===== src/rtl/pc_sequencer.sv =====
// Program-counter stage: holds the PC, sequences IDLE/RUN/FLUSH/HALTED and counts accepted fetches.
// Optional build macro PC_ALIGN_CHECK_EN forces word-aligned redirect targets and raises a sticky flag.
module pc_sequencer #(
    parameter logic [31:0] RESET_PC = 32'h0000_0000,
    parameter int unsigned COUNT_W  = 32
) (
    input  logic               clk_i,
    input  logic               rst_i,
    input  logic [31:0]        pc_plus4_i,
    input  logic               redirect_i,
    input  logic [31:0]        redirect_pc_i,
    input  logic               stall_i,
    input  logic               halt_i,
    input  logic               fetch_ready_i,
    output logic [31:0]        pc_o,
    output logic               fetch_valid_o,
    output logic [COUNT_W-1:0] fetch_count_o,
    output logic [1:0]         state_o,
    output logic               misalign_o
);

    typedef enum logic [1:0] {
        ST_IDLE   = 2'd0,
        ST_RUN    = 2'd1,
        ST_FLUSH  = 2'd2,
        ST_HALTED = 2'd3
    } state_e;

    state_e             state_q, state_d;
    logic [31:0]        pc_q, pc_d;
    logic [COUNT_W-1:0] count_q, count_d;
    logic               misalign_q, misalign_d;

    logic        accept;
    logic        take_redirect;
    logic        count_bump;
    logic [31:0] target_pc;
    logic        target_misaligned;

`ifdef PC_ALIGN_CHECK_EN
    assign target_pc         = {redirect_pc_i[31:2], 2'b00};
    assign target_misaligned = |redirect_pc_i[1:0];
`else
    assign target_pc         = redirect_pc_i;
    assign target_misaligned = 1'b0;
`endif

    assign fetch_valid_o = (state_q == ST_RUN);
    assign accept        = fetch_valid_o & fetch_ready_i & ~stall_i;
    // IDLE is an unconditional one-cycle start bubble, so a redirect there is ignored.
    assign take_redirect = redirect_i & (state_q != ST_IDLE);

    always_comb begin
        // NOTE: every next-state signal gets a default first so no path leaves it unassigned (no latch).
        state_d    = state_q;
        pc_d       = pc_q;
        count_d    = count_q;
        misalign_d = misalign_q;
        count_bump = 1'b0;

        if (take_redirect) begin
            pc_d       = target_pc;
            state_d    = ST_FLUSH;
            misalign_d = misalign_q | target_misaligned;
        end else begin
            unique case (state_q)
                ST_IDLE: state_d = ST_RUN;
                ST_RUN: begin
                    // A halt still lets a same-cycle accepted fetch retire.
                    if (accept) begin
                        pc_d       = pc_plus4_i;
                        count_bump = 1'b1;
                    end
                    if (halt_i) state_d = ST_HALTED;
                end
                ST_FLUSH:  state_d = halt_i ? ST_HALTED : ST_RUN;
                ST_HALTED: state_d = ST_HALTED;
                default:   state_d = ST_IDLE;
            endcase
        end

        if (count_bump && (count_q != '1)) count_d = count_q + COUNT_W'(1);
    end

    // NOTE: sequential state uses non-blocking assignments so all registers update together at the edge.
    always_ff @(posedge clk_i or negedge rst_i) begin
        if (!rst_i) begin
            state_q    <= ST_IDLE;
            pc_q       <= RESET_PC;
            count_q    <= '0;
            misalign_q <= 1'b0;
        end else begin
            state_q    <= state_d;
            pc_q       <= pc_d;
            count_q    <= count_d;
            misalign_q <= misalign_d;
        end
    end

    assign pc_o          = pc_q;
    assign fetch_count_o = count_q;
    assign state_o       = state_q;
    assign misalign_o    = misalign_q;

endmodule

===== config.mk =====
export PLATFORM = sky130hd
export DESIGN_NAME = pc_sequencer
export DESIGN_NICKNAME = d
export VERILOG_FILES = /design/src/rtl/pc_sequencer.sv
export SDC_FILE = /design/constraint.sdc
export NUM_CORES = 1
export LEC_CHECK = 0
export CAP_MARGIN = 25
export CORE_MARGIN = 3
export CORE_UTILIZATION = 38
export CTS_CLUSTER_SIZE = 40
export DETAILED_ROUTE_END_ITERATION = 6
export GPL_TIMING_DRIVEN = 0
export PLACE_DENSITY = 0.87
export SLEW_MARGIN = 15
export SYNTH_ARGS = -nofsm -noshare
export SYNTH_HDL_FRONTEND = slang
export SYNTH_SLANG_ARGS = --single-unit

===== constraint.sdc =====
create_clock -name clk_i -period 1.65 [get_ports clk_i]
set_input_delay 0.33 -clock clk_i [delete_from_list [all_inputs] [get_ports clk_i]]
set_output_delay 0.33 -clock clk_i [all_outputs]
set_load 0.005 [all_outputs]

Word-level counts from Yosys, hierarchy flattened. Cells that the tools add are included.

Input port bits: 70. Flip-flop bits (word level): 66. Output and inout port bits: 68. Word-level logic and storage cells: 29.

Equality and inequality tests: 5. Multiplexer cells: 10. Add/subtract/negate cells: 1. Reduce and logical (&&, ||, !) cells: 6. Bitwise gates (word level): 4.

Operator list (number): $mux 32 (3); $add 32x1->32 const B (1); $ne 32x32->1 const B (1); $pmux 2 s4 (1); $mux 2 (3); $reduce_bool 2->1 (3); $eq 2x2->1 const B (2); $and 1x1->1 (3); $mux 1 (3); $ne 3x2->1 const B (1); $eq 2x1->1 const B (1); $logic_not 2->1 (1); $reduce_and 2->1 (1); $logic_and 1x1->1 (1); $not 1->1 (1).

Longest topological paths before layout.
Depth in word-level cells: 7. Mapped depth: 8. Gate-level depth less buffers: 7.

Worst setup path before layout. OpenSTA, ideal clock, no wires.

Kind: reg2reg. From: register count_q[0], in the netlist fetch_count_o[0]. To: register count_q[1], in the netlist fetch_count_o[1]. Setup time: 0.125 ns. Path buffers: 1. Slack: -0.208 ns. Required time: 1.525 ns. Data arrival time: 1.733 ns. Stages on the path, launching flop included: 8. Path through: dfrtp_1 -> ha_1 -> nand3_1 -> nor4_4 -> nand4_2 -> and2_4 -> buf_6 -> mux2_4.

Word-level cells in the longest chain between the ends: 2. Elaborated cells between the ends (all ways): 3. Those cells by class: 1 x add/sub; 1 x eq/ne; 1 x reduce/logical.

RTL lines: from (decl) (RTL line 31) `logic [COUNT_W-1:0] count_q, count_d;`; from (signal assigned) (RTL line 95) `count_q <= count_d;`; parallel branches: the longest is 2 deep, another holds $add 32x1->32.

Several ways; the timed one is not identified. A chain may end at the register's enable or synchronous reset.

Worst setup path in the final report. Same ends and word-level chain as after synthesis.

==> flow_summary.yaml <==
logic_synthesis:
  syn-instance-count: 300
  yosys_warnings: 0
  yosysSeqAreaShare: 0.519
  ys_seq_elements: 66
  avgSynthCellArea_sq_um: 10.6
  ys.flop_type: "dfrtp_1"
  yosysTopAreaCell: "dfrtp_1"
  synthArstFlopShare: 1.00
  synth_edf_count: 0
  ys_top_cells_by_area: "dfrtp_1 (52%), mux2i_1 (10%), xnor2_1 (5.8%)"
  synth_cell_types: 34
  synth_area_sq_um: 3180
  synthesis.nets: 371
  synth_top_area_share: 0.519
die:
  io_pins: 138
  die_x_um: 97.5
  die_h_um: 97.5
  rows: 32
  dieArea_sq_um: 9500
  coreArea_sq_um: 7930
  start_util: 0.401
global_routing:
  gr-usage-met2: 0.390
  grtUsageMet3: 0.0632
  grt_pass1_vias: 3232
  grt_pass1_wl_um: 16400
  grt-busiest-layer: "met2"
  grt_overflow: 0
  met1_usage: 0.240
  antenna_found_initial: 0
  grt_max_degree: 38
  grt.total_usage: 0.215
detailed_routing:
  wirelength_um: 10500
  avgRoutedWirePerCell_um: 17.1
  ant_nets: 0
  route.detailed.drc: 0
  viasPerCell: 5.11
  drt_iter0_markers: 68
  num_vias: 3137
  dr.pass1.iters: 4
sta:
  finClkSkew_ns: 0.00826
  post-route-min-period_ns: 1.86
  setup_viol: 30
  rsz0062_at_grt: "true"
  fmax_mhz: 537
  final_max_slew_viol_count: 0
  final.setup.tns_ns: -3.42
  timing.hold.ws_ns: 0.460
  worst_slack_ns: -0.211
  post-route-period-util: 1.13
  final_hold_viol_count: 0
clock_tree:
  path_clk_slew_ns: 0.07
  numCtsBuffers: 9
  cts_tree: "done"
  htree_levels: 3
  cts.sinks: 66
  insertion_delay_ns: 0.34
  clock_path_buffers: 2
  root_buffer: "clkbuf_8"
setup_path:
  reg2reg_from: "fetch_count_o[0]"
  required_ns: 1.88
  cp-end-kind: "flop"
  arrival_ns: 2.09
  ff2ff_setup_slack_ns: -0.21
  crit_fanout: 10
  crit_type: "reg2reg"
  worst_setup_path_start_kind: "flop"
  r2r.worst_path.cells: 6
  timing.rr.end: "fetch_count_o[1]"
place:
  dp_hpwl_um: 6930
  portBuffers: 136
  pre_cts_ws_ns: -0.537
  globalplace.congestion: 0.820
power_and_ir_drop:
  p_sw_frac: 0.253
  pwr-share-seq: 0.454
  power.switching_mw: 1.02
  p_leak_nw: 2.54
  ir_drop_v: 0.000475
  p_clk_frac: 0.334
  power_density_nw_per_um2: 720
  power.total_mw: 4.02
  internal-power_mw: 3.00
  power_frac_comb: 0.211
layout:
  nets: 578
  final_util: 0.703
  multi_input_area_sq_um: 1650
  nFillCells: 563
  layout_common_cells: "clkdlybuf4s50_1 (109), buf_4 (61), dfrtp_1 (55)"
  seq_area_sq_um: 1670
  area_delta_synth_final_pct: 75.3
  final_common_cell: "clkdlybuf4s50_1"
  drive_gt1_frac: 0.279
  antenna_cells: 0
worst_hold_path:
  hold_class: "in2async"
outcome:
  status: "complete, but fails checks"
  violations: "setup timing"
flow_run:
  drv_cap: 0
state kept, by name, indices dropped and copies added, names as in the netlist:
name,count
pc_o,32
state_o,2
fetch_count_o,32
timing repair:
action                                  in CTS  in global routing
buffers inserted                            37                 23
endpoints found under the setup margin      79                 61
hold endpoints to repair                    29                  0
hold buffers                                 1                  0
resized for setup                           53                 40
pin swaps                                   20                 25
metrics by stage:
stage / instance area (sq um) / std cells
2_1_floorplan: 3230 / 300
3_3_place_gp: 4720 / 538
3_5_place_dp: 4730 / 539
4_1_cts: 5290 / 593
5_1_grt: 5570 / 614
6_report: 5570 / 614
synthesized netlist by cell type, types with 4 or more instances:
cell type,count
and3_1,4
clkbuf_1,8
nand3_1,15
nor2_1,44
xor2_1,8
mux2i_1,32
xnor2_1,21
dfrtp_1,66
nor3_1,4
nand4_1,13
a21oi_1,33
nand2_1,17
power groups by stage:
stage	combinational [mW]	clock [mW]	sequential, mW
final	0.849	1.34	1.82
after global routing	0.925	1.45	1.84
after CTS	0.831	1.37	1.82
after detailed placement	0.758	0	1.88
after global placement	0.729	0	1.87
after floorplan	0.226	0	1.88
worst max-delay path, cell delays in order (launching register included):
cell and delay [ns]:
dfrtp_2 0.40, ha_4 0.18, nand3_4 0.09, nor4_4 0.39, nand4_2 0.15, and2_4 0.24
mux2_4 0.30
logic make-up after synthesis:
logic type | after synthesis | synth area share
other | 1 | 0.00118
buffers and inverters | 15 | 0.0248
XOR/XNOR | 29 | 0.0799
adder cells (fa/ha/maj) | 1 | 0.00393
AND/OR/NAND/NOR | 116 | 0.203
AO/OA/AOI/OAI | 39 | 0.0629
multiplexers | 33 | 0.105
flip-flops | 66 | 0.519
per-layer routing:
metal	wire length [um]	vias up
li1	-	1467
met1	4020	1541
met2	5670	114
met3	627	15
met4	161	0
met5	0	-
how the worst max path moves through the flow:
stage | from | cells after the start | to
floorplan | fetch_count_o[0] | 7 | fetch_count_o[1]
global placement | rst_i | 1 | fetch_count_o[2]
detailed placement | stall_i | 8 | fetch_count_o[28]
CTS | fetch_count_o[0] | 8 | fetch_count_o[28]
global route | fetch_count_o[0] | 6 | fetch_count_o[1]
finish | fetch_count_o[0] | 6 | fetch_count_o[1]
area by class of cell:
cell class | count | area share
timing repair buffer | 197 | 0.327
sequential | 66 | 0.299
multi-input combinational | 219 | 0.295
clock buffer | 13 | 0.0267
tap | 102 | 0.0229
buffer | 14 | 0.0227
clock inverter | 3 | 0.00718
Note: power is estimated with default switching activity, not from simulation.
